## config.mk

```make
export PLATFORM = sky130hd
export DESIGN_NAME = im_loader
export DESIGN_NICKNAME = d
export VERILOG_FILES = /design/src/rtl/im_loader.sv
export SDC_FILE = /design/constraint.sdc
export NUM_CORES = 1
export LEC_CHECK = 0
export ABC_CLOCK_PERIOD_IN_PS = 2000
export CELL_PAD_IN_SITES_DETAIL_PLACEMENT = 1
export CELL_PAD_IN_SITES_GLOBAL_PLACEMENT = 2
export CORE_AREA = 2 2 127 129
export CTS_BUF_LIST = sky130_fd_sc_hd__clkbuf_4 sky130_fd_sc_hd__clkbuf_8
export CTS_CLUSTER_DIAMETER = 60
export CTS_CLUSTER_SIZE = 40
export DETAILED_ROUTE_END_ITERATION = 10
export DIE_AREA = 0 0 129 131
export DONT_BUFFER_PORTS = 1
export PLACE_DENSITY = 0.78
export SYNTH_ARGS = -nofsm -noshare
export SYNTH_HDL_FRONTEND = slang
export SYNTH_SLANG_ARGS = --single-unit
```

## constraint.sdc

```tcl
create_clock -name clock -period 2 [get_ports clock]
set_input_delay 0.4 -clock clock [delete_from_list [all_inputs] [get_ports clock]]
set_output_delay 0.4 -clock clock [all_outputs]
set_load 0.01 [all_outputs]
```

## src/rtl/im_loader.sv

```systemverilog
// Boot loader for s_cycle_cpu: takes a length-prefixed, XOR-checksummed byte stream,
// writes big-endian 32-bit words into instruction memory, and releases cpu_reset once verified.
module im_loader #(
  parameter int IM_DEPTH = 1024,
  parameter int ADDR_W   = 10
) (
  input  logic              clock,
  input  logic              reset,
  input  logic              in_valid,
  input  logic [7:0]        in_data,
  output logic              in_ready,
  input  logic              reload,
  output logic              im_we,
  output logic [ADDR_W-1:0] im_addr,
  output logic [31:0]       im_wdata,
  output logic              cpu_reset,
  output logic              done,
  output logic              error
);

  typedef enum logic [2:0] {
    S_LEN_HI, S_LEN_LO, S_DATA, S_CSUM, S_DONE, S_ERR
  } state_t;

  state_t            state, state_nx;
  logic [7:0]        len_hi;
  logic [15:0]       len;
  logic [7:0]        csum;
  logic [1:0]        byte_cnt;
  logic [ADDR_W-1:0] word_idx;
  logic [23:0]       asm_q;

  logic        accept;
  logic        loading;
  logic [15:0] len_in;
  logic        last_word;
  logic        restart;

  assign loading   = (state == S_LEN_HI) || (state == S_LEN_LO) ||
                     (state == S_DATA)   || (state == S_CSUM);
  // Gated with reset so the upstream sees no ready while the loader is held.
  assign in_ready  = reset && loading;
  assign accept    = in_valid && in_ready;
  assign len_in    = {len_hi, in_data};
  assign last_word = (16'(word_idx) == (len - 16'd1));
  assign restart   = reload && ((state == S_DONE) || (state == S_ERR));

  always_ff @(posedge clock or negedge reset) begin
    if (!reset) state <= S_LEN_HI;
    else        state <= state_nx;
  end

  always_comb begin
    state_nx = state;
    case (state)
      S_LEN_HI: if (accept) state_nx = S_LEN_LO;
      S_LEN_LO: if (accept) begin
        if (len_in == 16'd0)                state_nx = S_CSUM;
        else if (len_in > 16'(IM_DEPTH))    state_nx = S_ERR;
        else                                state_nx = S_DATA;
      end
      S_DATA:   if (accept && byte_cnt == 2'd3 && last_word) state_nx = S_CSUM;
      S_CSUM:   if (accept) state_nx = (in_data == csum) ? S_DONE : S_ERR;
      S_DONE,
      S_ERR:    if (reload) state_nx = S_LEN_HI;
      default:  state_nx = S_LEN_HI;
    endcase
  end

  always_ff @(posedge clock or negedge reset) begin
    if (!reset) begin
      len_hi    <= '0;
      len       <= '0;
      csum      <= '0;
      byte_cnt  <= '0;
      word_idx  <= '0;
      asm_q     <= '0;
      im_we     <= 1'b0;
      im_addr   <= '0;
      im_wdata  <= '0;
      cpu_reset <= 1'b0;
      done      <= 1'b0;
      error     <= 1'b0;
    end else begin
      im_we <= 1'b0;
      if (accept && state != S_CSUM) csum <= csum ^ in_data;
      if (accept) begin
        case (state)
          S_LEN_HI: len_hi <= in_data;
          S_LEN_LO: len    <= len_in;
          S_DATA: begin
            asm_q    <= {asm_q[15:0], in_data};
            byte_cnt <= byte_cnt + 2'd1;
            if (byte_cnt == 2'd3) begin
              im_we    <= 1'b1;
              im_wdata <= {asm_q, in_data};
              im_addr  <= word_idx;
              word_idx <= word_idx + ADDR_W'(1);
            end
          end
          default: ;
        endcase
      end
      if (state != S_DONE && state_nx == S_DONE) begin
        done      <= 1'b1;
        cpu_reset <= 1'b1;
      end
      if (state != S_ERR && state_nx == S_ERR) error <= 1'b1;
      // Memory is left as-is on restart; the next image overwrites from address 0.
      if (restart) begin
        done      <= 1'b0;
        error     <= 1'b0;
        cpu_reset <= 1'b0;
        csum      <= '0;
        len       <= '0;
        len_hi    <= '0;
        byte_cnt  <= '0;
        word_idx  <= '0;
        im_addr   <= '0;
      end
    end
  end

endmodule

```

# --- After elaboration in Yosys (flattened, before gate mapping) ---
# Cells that the tools add are included.
word_totals:
  word_cells: 94
  reg_bits: 116
op_classes:
  reduce_logical: 29
  addsub: 3
  mux: 35
  bitwise: 1
  order_cmp: 1
  eq_ne: 13
op_table:
  columns: ["op", "n"]
  rows:
  - ["two-way mux 10 bit", 8]
  - ["two-way mux 16 bit", 3]
  - ["two-way mux 8 bit", 5]
  - ["two-way mux 3 bit", 7]
  - ["equality test 10 x 16 -> 1 bit", 1]
  - ["greater-than comparator 16 x 11 -> 1 bit, second input constant", 1]
  - ["zero test 16 bit", 1]
  - ["nonzero test 2 bit", 8]
  - ["subtractor 16 x 1 -> 16 bit, second input constant", 1]
  - ["one-hot mux 3 bit (5 select lines)", 1]
  - ["equality test 3 bit, second input constant", 4]
  - ["adder 10 x 1 -> 10 bit, second input constant", 1]
  - ["equality test 8 bit", 1]
  - ["logical AND 1 bit", 8]
  - ["two-way mux 1 bit", 8]
  - ["AND reduction 2 bit", 4]
  - ["bitwise XOR 8 bit", 1]
  - ["equality test 3 x 2 -> 1 bit, second input constant", 2]
  - ["two-way mux 2 bit", 3]
  - ["!= test 3 bit, second input constant", 2]
  - ["AND reduction 3 bit", 2]
  - ["logical OR 1 bit", 4]
  - ["equality test 3 x 1 -> 1 bit, second input constant", 1]
  - ["zero test 3 bit", 1]
  - ["4 further kinds", 4]

# --- Logic depth before layout (Yosys ltp) ---
# Gate-level depths: netlist (run 1).
logic_depth:
  depth_word: 14
  mapped_depth: 8

# --- Worst setup path before layout (run 1) ---
# No wires, ideal clock.
synth_timing:
  path_kind: "register to register"
  from: "register len[0]"
  to: "register state[0]"
  slack_ns: 0.094
  path_stages_with_launch: 7
  setup_ns: 0.120
  arrival_time_ns: 1.785
  t_required_ns: 1.880
  path_buffers: 1
  path_cell_list: "dfrtp_1 > or4_1 > buf_2 > nor4_4 > o22a_1 > a2111oi_0 > a41o_1"
synth_between:
  elab_chain_len: 5
synth_lines:
  columns: ["element", "line", "source"]
  rows:
  - ["start, declared", "27", "logic [15:0] len;"]
  - ["start signal, assigned", "90", "S_LEN_LO: len <= len_in;"]
  - ["subtractor 16 x 1 -> 16 bit", "45", "assign last_word = (16'(word_idx) == (len - 16'd1));"]
  - ["equality test 10 x 16 -> 1 bit", "45", null]
  - ["logical AND 1 bit", "62", "S_DATA: if (accept && byte_cnt == 2'd3 && last_word) state_nx = S_CSUM;"]
  - ["two-way mux 3 bit", "62", null]
  - ["one-hot mux 3 bit (5 select lines)", "55", "case (state)"]
  - ["via state_nx[0]", "25", "state_t state, state_nx;"]
  - ["end signal, assigned", "50", "else state <= state_nx;"]
  - ["end, declared", "25", null]
# The timed path passes the listed nets, and every way through them passes these cells.
# A chain may end at the register's enable or synchronous reset.

# --- Worst setup path after layout (run 1) ---
layout_timing:
  from: "register len_hi[0]"
  to: "register state[0]"
layout_between:
  elab_chain_len: 5
layout_lines:
  columns: ["element", "line", "source"]
  rows:
  - ["start, declared", "26", "logic [7:0] len_hi;"]
  - ["start signal, assigned", "89", "S_LEN_HI: len_hi <= in_data;"]
  - ["greater-than comparator 16 x 11 -> 1 bit", "59", "else if (len_in > 16'(IM_DEPTH)) state_nx = S_ERR;"]
  - ["two-way mux 3 bit", "59", null]
  - ["two-way mux 3 bit *", "58", "if (len_in == 16'd0) state_nx = S_CSUM;"]
  - ["two-way mux 3 bit *", "57", "S_LEN_LO: if (accept) begin"]
  - ["one-hot mux 3 bit (5 select lines) *", "55", null]
  - ["via state_nx[0]", "25", null]
# Mark *: on every way through the listed nets, which the timed path passes. The rest lies on a longest branch.

==> metrics.md, run 1 <==
| Metric | Value |
|---|---|
| Die X-Extent | 129 µm |
| First-pass GRT wire length | between 20,000 and 25,000 µm |
| Worst path bufs/invs | 0 |
| Final worst-path cycle share | a little over nine tenths |
| Initial antenna violation count | 0 |
| Vias per inst | between 4 and 5 |
| Final Setup Violations | 0 |
| Synthesis-to-layout area growth | 16.2% |
| RSZ-0062 raised after global routing | true |
| Switch share | 35.8% |
| Crit-path slowest cell | or4_4 |
| Nets | 513 |
| Mapped Area | 0.00532 mm² |
| Clock power share | 25.5% |
| DR pass1 iterations | 4 |
| Routed vias | 3,604 |
| Int Pwr | 0.00513 W |
| Starting DRT DRC Count | 120 |
| Site row count | 46 |
| CTS tree | built |
| GR Overflow Total | 0 |
| Delay of the slowest critical-path stage | about 0.52 ns |
| Total Wirelength | about 13,000 µm |
| CP Max Fanout | 3 |
| Distinct cells, synth | 57 |
| Clock Path Buffers | 2 |
| P_sw | 0.00286 W |
| Share of synthesized registers carrying an async set or reset | 100% |
| Htree depth | 4 |
| Boundary Pins | 59 |
| Max Transition Viols Final | 0 |
| IO Port Bufs | 0 |
| Commonest cells after routing, fill and taps aside | dfrtp_1, nand2_1, mux2_2 |
| Yosys reg bits | approximately 120 |
| Worst hold path class | input port to asynchronous set/reset pin |
| FF/Latch Area | 0.00290 mm² |
| CP endpoint kind | flip-flop |
| # fillers | 1,702 |
| DRC Markers | 0 |
| ANT nets after route | 0 |
| HPWL Detailed | 8810 µm |
| Number of global-route vias before repair | 4,007 |
| Global-route usage over all layers | between 10% and 20% |
| Initial core utilization | 34.1% |
| LEAKAGE | between 2 and 3 nW |
| Avg Cell Area, Syn | 11.2 µm² |
| Pre-CTS setup slack | -0.127 ns |
| Critical Path AT | 2.34 ns |
| Syn Inst Count | 476 |
| CP Cell Sequence | or4_4 -> or4_4 -> a31oi_1 -> a31o_2 -> a41o_1 |
| Layout cells sized above 1 | between 20% and 30% |
| Die Span Y | 131 µm |
| Die area | 0.0169 mm² |
| CTS root buffer | clkbuf_8 |
| Rel. slew slack | 72.1% |
| Worst skew pair latency | between 0.4 and 0.5 ns |
| Drt wl/cell | between 15 and 20 µm |
| Commonest non-fill, non-tap cell in the layout | dfrtp_1 |
| Critical path launch point type | flip-flop |
| Largest net degree at the start of global routing | 122 |
| Most frequent CP cell | or4_4 |
| EDFF count, synth | 0 |
| Logic pwr share | 33.3% |
| Crit-path leading delay family | simple AND/OR/NAND/NOR gates |
| VDD IR max | around 660 µV |
| Worst setup margin | approximately 0.028 ns |
| PwrDens | 1290 mW/mm² |
| Post-synth top flop | dfrtp_1 |
| Failing checks | hold timing |
| Synth warn | 0 |
| CP Class | flip-flop to flip-flop |
| Clock sinks | 116 |
| Clock buffers created by TritonCTS | 17 |
| ANT cells | 0 |
| Final min period | 1.97 ns |
| Worst EP required | between 2 and 2.5 ns |
| Max Cap Viol | 0 |
| Status | complete, but fails checks |
| Final hold vios | 116 |
| Sequential share of the synthesized area | 54.6% |
| Clock Pin Slew Worst Setup and Hold Paths | 0.08 ns |
| Placer Congestion | 0.895 |
| Seq pwr share | between 40% and 50% |
| Area of the multi-input gates | 0.00237 mm² |
| Placeable Area | 0.0156 mm² |
| Syn_nets | ~490 |
| Slew @ Worst Pin | 0.418 ns |
| Setup Skew | roughly 0.014 ns |
| Hold slack | -0.347 ns |
| FMAX | 507 MHz |
-- power groups by stage --
stage          clock (W)  combinational [W]  sequential, W
2_1_floorplan          0            0.00171        0.00319
3_3_place_gp           0            0.00229        0.00330
3_5_place_dp           0            0.00237        0.00334
4_1_cts          0.00209            0.00250        0.00330
5_1_grt          0.00220            0.00298        0.00337
6_report         0.00204            0.00266        0.00329
-- metal layers --
| layer | global-route usage (%) | vias up | share of wire [%] |
|---|---|---|---|
| met5 | 0 | - | 0 |
| met3 | 6.07 | 17 | 5.9 |
| met2 | 28.0 | 72 | 50 |
| met1 | 19.3 | 1817 | 43 |
| li1 | - | 1698 | - |
| met4 | 6.01 | 0 | 1.8 |
-- final timing paths --
kind	from	endpoint	slack [ns]	depth (start not counted)
max reg2reg	len_hi[0]	state[0]	0.03	5
min reg2reg	asm_q[23]	im_wdata[31]	0.51	1
max	len_hi[0]	state[0]	0.03	5
min in group clock	reload	state[2]	0.08	1
max in group asynchronous	reset	word_idx[7]	2.14	0
min	reset	csum[1]	-0.35	0
-- worst reg2reg max path: stages, from the launching register on --
cell	delay, ns
dfrtp_1	0.41
or4_4	0.52
or4_4	0.48
a31oi_1	0.17
a31o_2	0.19
a41o_1	0.12
-- logic make-up after synthesis --
group,after synthesis,synth area share [%]
AO/OA/AOI/OAI,56,6.75
XOR/XNOR,34,5.60
adder cells (fa/ha/maj),3,0.706
buffers and inverters,30,2.87
flip-flops,116,54.6
multiplexers,63,13.2
AND/OR/NAND/NOR,174,16.3
-- flip-flops by register name (all words and copies together) (netlist names) --
name / cells
state: 3
error: 1
im_wdata: 32
im_addr: 10
done: 1
word_idx: 10
byte_cnt: 2
csum: 8
len_hi: 8
len: 16
im_we: 1
asm_q: 24
-- cell usage after synthesis (2+ instances only) --
| cell type | count | area share, % |
|---|---|---|
| nand3b_1 | 3 | 0.42 |
| or4_1 | 5 | 0.71 |
| dfrtp_1 | 116 | 55 |
| nand3_1 | 16 | 1.5 |
| nand2b_1 | 3 | 0.35 |
| buf_2 | 8 | 0.75 |
| o31ai_1 | 3 | 0.42 |
| or3_1 | 3 | 0.35 |
| buf_6 | 3 | 0.64 |
| xor2_1 | 23 | 3.8 |
| nand4_1 | 5 | 0.59 |
| nor2b_1 | 6 | 0.71 |
| a21oi_1 | 12 | 1.1 |
| nor2_1 | 37 | 2.6 |
| or3b_2 | 2 | 0.33 |
| buf_4 | 2 | 0.28 |
| mux2_2 | 56 | 12 |
| xnor2_1 | 11 | 1.8 |
| a21o_1 | 3 | 0.42 |
| mux2i_1 | 7 | 1.3 |
| nor3_1 | 5 | 0.47 |
| nor4_1 | 5 | 0.59 |
| ha_1 | 3 | 0.71 |
| o21a_1 | 3 | 0.42 |
| clkbuf_1 | 11 | 0.78 |
| inv_1 | 5 | 0.35 |
| and3b_1 | 2 | 0.33 |
| o21ai_0 | 20 | 1.9 |
| nand2_1 | 65 | 4.6 |
| and3_1 | 6 | 0.71 |
-- metrics by stage --
step                      utilization (%)  power [W]  TNS, ns  cells  cell area [µm²]
after global placement               36.5    0.00560  -0.0246    694             5700
final                                39.6    0.00799        0    727             6180
after global routing                 39.6    0.00855  -0.0828    727             6180
after floorplan                         -    0.00490        0    476             5320
after detailed placement             36.5    0.00571   -0.127    694             5700
after CTS                            39.1    0.00788        0    726             6100
-- cell type report --
| class | instances | share of cell area, % |
|---|---|---|
| clock buffers | 20 | 4.25 |
| clock inverters | 12 | 1.70 |
| inverters | 5 | 0.304 |
| multi-input cells | 330 | 38.3 |
| flip-flops and latches | 116 | 47.0 |
| well taps | 216 | 4.37 |
| repair buffers | 28 | 4.07 |
-- what timing repair did --
item,CTS,global route
pin swaps,0,5
setup endpoints to repair,1,3
cloned,0,0
endpoints found under the hold margin,116,116
resized for setup,8,12
setup buffers,0,1
Note: power is estimated with default switching activity, not from simulation.
==> run 2: changes to the inputs <==
==> config.mk (replaced) <==
export PLATFORM = sky130hd
export DESIGN_NAME = im_loader
export DESIGN_NICKNAME = d
export VERILOG_FILES = /design/src/rtl/im_loader.sv
export SDC_FILE = /design/constraint.sdc
export NUM_CORES = 1
export LEC_CHECK = 0
export ABC_AREA = 1
export ABC_CLOCK_PERIOD_IN_PS = 2000
export CELL_PAD_IN_SITES_DETAIL_PLACEMENT = 1
export CELL_PAD_IN_SITES_GLOBAL_PLACEMENT = 2
export CORE_AREA = 2 2 126 128
export CTS_BUF_LIST = sky130_fd_sc_hd__clkbuf_4 sky130_fd_sc_hd__clkbuf_8
export CTS_CLUSTER_DIAMETER = 60
export CTS_CLUSTER_SIZE = 40
export DETAILED_ROUTE_END_ITERATION = 10
export DIE_AREA = 0 0 128 130
export DONT_BUFFER_PORTS = 1
export PLACE_DENSITY = 0.85
export SYNTH_ARGS = -nofsm -noshare
export SYNTH_HDL_FRONTEND = slang
export SYNTH_SLANG_ARGS = --single-unit
==> run 2 against run 1 <==
Against the previous run: the flow still finishes with violations (hold timing); critical path type unchanged; highest routed layer unchanged; clock power increased by 8%; setup slack improved by 0.15 ns; cell count up 19%; fmax is 8.1% higher; via count is 19% higher; critical endpoint is now error; synthesized cell count up 36%; synthesized area shrank 0.64%; non-clock buffer count fell by 17.
==> metrics.md, run 2 <==
| Metric | Value |
|---|---|
| P_sw | 0.00347 W (+21%) |
| Top Registers | im_wdata (32), asm_q (24), len (16) |
| ANT cells | 0 (unchanged) |
| Rel. slew slack | 65.1% (-7.0 points) |
| Placeable Area | 0.0154 mm² (-1.1%) |
| Final min period | 1.82 ns (-0.148 ns) |
| IO Port Bufs | 0 (unchanged) |
| Syn_nets | 664 (+35%) |
| CP Class | flip-flop to flip-flop |
| Seq pwr share | 43.3% (+2.1 points) |
| EDFF count, synth | 0 (unchanged) |
| VDD IR max | 647 µV (-2.2%) |
| Final worst-path cycle share | 91.2% (-7.4 points) |
| Clock buffers created by TritonCTS | 17 (unchanged) |
| Final hold vios | 116 (unchanged) |
| Max Cap Viol | 0 (unchanged) |
| Hold slack | -0.349 ns (-0.00233 ns) |
| Max FFs per register | 32 (unchanged) |
| Switch share | 38.9% (+3.1 points) |
| Syn Inst Count | 649 (+36%) |
| Layout cells sized above 1 | 9.40% (-18 points) |
| Synthesis-to-layout area growth | 13.0% |
| Critical path launch point type | flip-flop |
| Clock Path Buffers | 2 (unchanged) |
| Placed inst area | 0.00552 mm² (-3.1%) |
| Top cell type's share of synthesized area | 54.9% (+0.35 points) |
| Area leader, netlist | dfrtp_1 |
| Yosys reg bits | 116 (unchanged) |
| Slew @ Worst Pin | 0.524 ns (+0.106 ns) |
| Final Setup Violations | 0 (unchanged) |
| CTS root buffer | clkbuf_8 |
| Synth warn | 0 (unchanged) |
| Die Span Y | 130 µm (-0.76%) |
| CP endpoint kind | flip-flop |
| Post-synth top cells | nand2_1, dfrtp_1, o21ai_0 |
| Failing checks | hold timing |
| ANT nets after route | 0 (unchanged) |
| PwrDens | 1490 mW/mm² (+16%) |
| HPWL Detailed | 9840 µm (+12%) |
| Initial core utilization | 34.3% (+0.16 points) |
| Int Pwr | 0.00545 W (+6.2%) |
| # fillers | 1,873 (+10%) |
| Clock Pin Slew Worst Setup and Hold Paths | 0.07 ns (about the same) |
| Sequential share of the synthesized area | 54.9% (+0.35 points) |
| Nets | 672 (+31%) |
| DR pass1 iterations | 4 (unchanged) |
| Drt wl/cell | 16.2 µm (-8.5%) |
| Post-synth top flop | dfrtp_1 |
| LEAKAGE | 2.92 nW (+2.5%) |
| Boundary Pins | 59 (unchanged) |
| Top cells by area, synth | dfrtp_1, nand2_1, o21ai_0, inv_1, nand3_1 |
| Starting DRT DRC Count | 165 (+38%) |
| Distinct cells, synth | 30 (-47%) |
| Top reg by flops | im_wdata |
| Share of synthesized registers carrying an async set or reset | 100% (unchanged) |
| Worst hold path class | input port to asynchronous set/reset pin |
| FMAX | 548 MHz (+8.1%) |
| Routed vias | 4,295 (+19%) |
| Number of global-route vias before repair | 4,540 (+13%) |
| Die area | 0.0166 mm² (-1.5%) |
| Global-route usage over all layers | 18.1% (+1.6 points) |
| Largest net degree at the start of global routing | 119 (-2.5%) |
| GR Overflow Total | 0 (unchanged) |
| CTS tree | built |
| Vias per inst | 4.98 (+0.51%) |
| Worst EP required | 2.37 ns (about the same) |
| Logic pwr share | 31.9% (-1.4 points) |
| Max Transition Viols Final | 0 (unchanged) |
| First-pass GRT wire length | 23,200 µm (+8.6%) |
| DRC Markers | 0 (unchanged) |
| Critical Path AT | 2.19 ns (-0.15 ns) |
| Mapped Area | 0.00528 mm² (-0.64%) |
| Post-route cell area | 0.00597 mm² (-3.4%) |
| Die X-Extent | 128 µm (-0.78%) |
| Worst skew pair latency | 0.44 ns (about the same) |
| Initial antenna violation count | 0 (unchanged) |
| Commonest cells after routing, fill and taps aside | nand2_1, dfrtp_1, o21ai_0 |
| Clock power share | 24.8% (-0.7 points) |
| CP Max Fanout | 5 (+2) |
| Most frequent cell after synthesis | nand2_1 |
| Commonest non-fill, non-tap cell in the layout | nand2_1 |
| Htree depth | 4 (unchanged) |
| Placer Congestion | 0.857 (-4.3%) |
| Avg Cell Area, Syn | 8.14 µm² (-27%) |
| Status | complete, but fails checks |
| Site row count | 46 (unchanged) |
| Total Wirelength | 14,000 µm (+8.5%) |
| Setup Skew | 0.0101 ns (-0.00381 ns) |
| Clock sinks | 116 (unchanged) |
## run 2: cell types whose count changed after synthesis, moves of 9 or more
cell and delta:
clkbuf_1 +9, xor2_1 -20, nand2_1 +107, o21ai_0 +77
nand3_1 +23, nor2_1 +11, inv_1 +88, mux2_2 -56
## run 2: repair_timing
action | in CTS | in global routing
setup buffers | 0 | 1
endpoints found under the setup margin | 0 | 3
hold endpoints to repair | 116 | 116
gates resized for setup | 0 | 15
## run 2: cell families after synthesis
family | share of synthesized area (%)
AO/OA/AOI/OAI | 11.7
XOR/XNOR | 1.99
adder cells (fa/ha/maj) | 0.710
buffers and inverters | 8.41
flip-flops | 54.9
AND/OR/NAND/NOR | 22.3
## run 2: metal layers
layer	up-vias	global-route usage, %	part of all wire, %
met5	-	0	0
met4	0	6.53	1.6
met3	16	5.74	4.5
met2	69	30.6	49
met1	2140	22.0	45
li1	2070	-	-
## run 2: path summary, 6_finish.rpt
path,start,end,slack [ns],cells past startpoint
hold reg to reg,asm_q[3],asm_q[11],0.50,2
hold / removal,reset,word_idx[7],-0.35,0
max in group asynchronous,reset,state[2],2.10,0
setup / recovery,len[2],error,0.18,13
setup reg to reg,len[2],error,0.18,13
min in group clock,in_data[3],asm_q[3],0.09,2
## run 2: area by class of cell
cell class / instances / area, µm² / share of cell area (%)
clock buffers: 21 / 264 / 4.42
multi-input cells: 416 / 1980 / 33.1
clock inverters: 11 / 135 / 2.26
flip-flops and latches: 116 / 2900 / 48.6
inverters: 95 / 357 / 5.97
well taps: 192 / 240 / 4.02
repair buffers: 11 / 95.1 / 1.59
## run 2: power groups by stage
| stage | clock network (W) | logic [W] | registers, W |
|---|---|---|---|
| 2_1_floorplan | 0 | 0.00210 | 0.00369 |
| 3_3_place_gp | 0 | 0.00261 | 0.00386 |
| 3_5_place_dp | 0 | 0.00273 | 0.00390 |
| 4_1_cts | 0.00228 | 0.00276 | 0.00387 |
| 5_1_grt | 0.00238 | 0.00332 | 0.00397 |
| 6_report | 0.00221 | 0.00285 | 0.00386 |
## run 2: stage by stage
step	setup slack, ns	utilization (%)	setup TNS [ns]	instances	power, W
floorplan	0.345	-	0	649	0.00579
global placement	0.155	35.8	0	829	0.00647
detailed placement	0.0313	35.8	0	829	0.00663
CTS	0.0129	38.4	0	861	0.00890
global route	-0.0526	38.7	-0.0526	862	0.00968
finish	0.176	38.7	0	862	0.00892
## run 2: critical path, cell delays in order (launching register included)
cell and delay (ns):
dfrtp_1 0.41, nor2_1 0.24, nand2_2 0.15, nor2_2 0.15, nand2_1 0.06, nand2_1 0.06, nand2_1 0.05, inv_1 0.04
nand3_1 0.07, nor2_2 0.15, nand3_2 0.11, nand2_1 0.09, nand2_1 0.05, a21oi_1 0.11
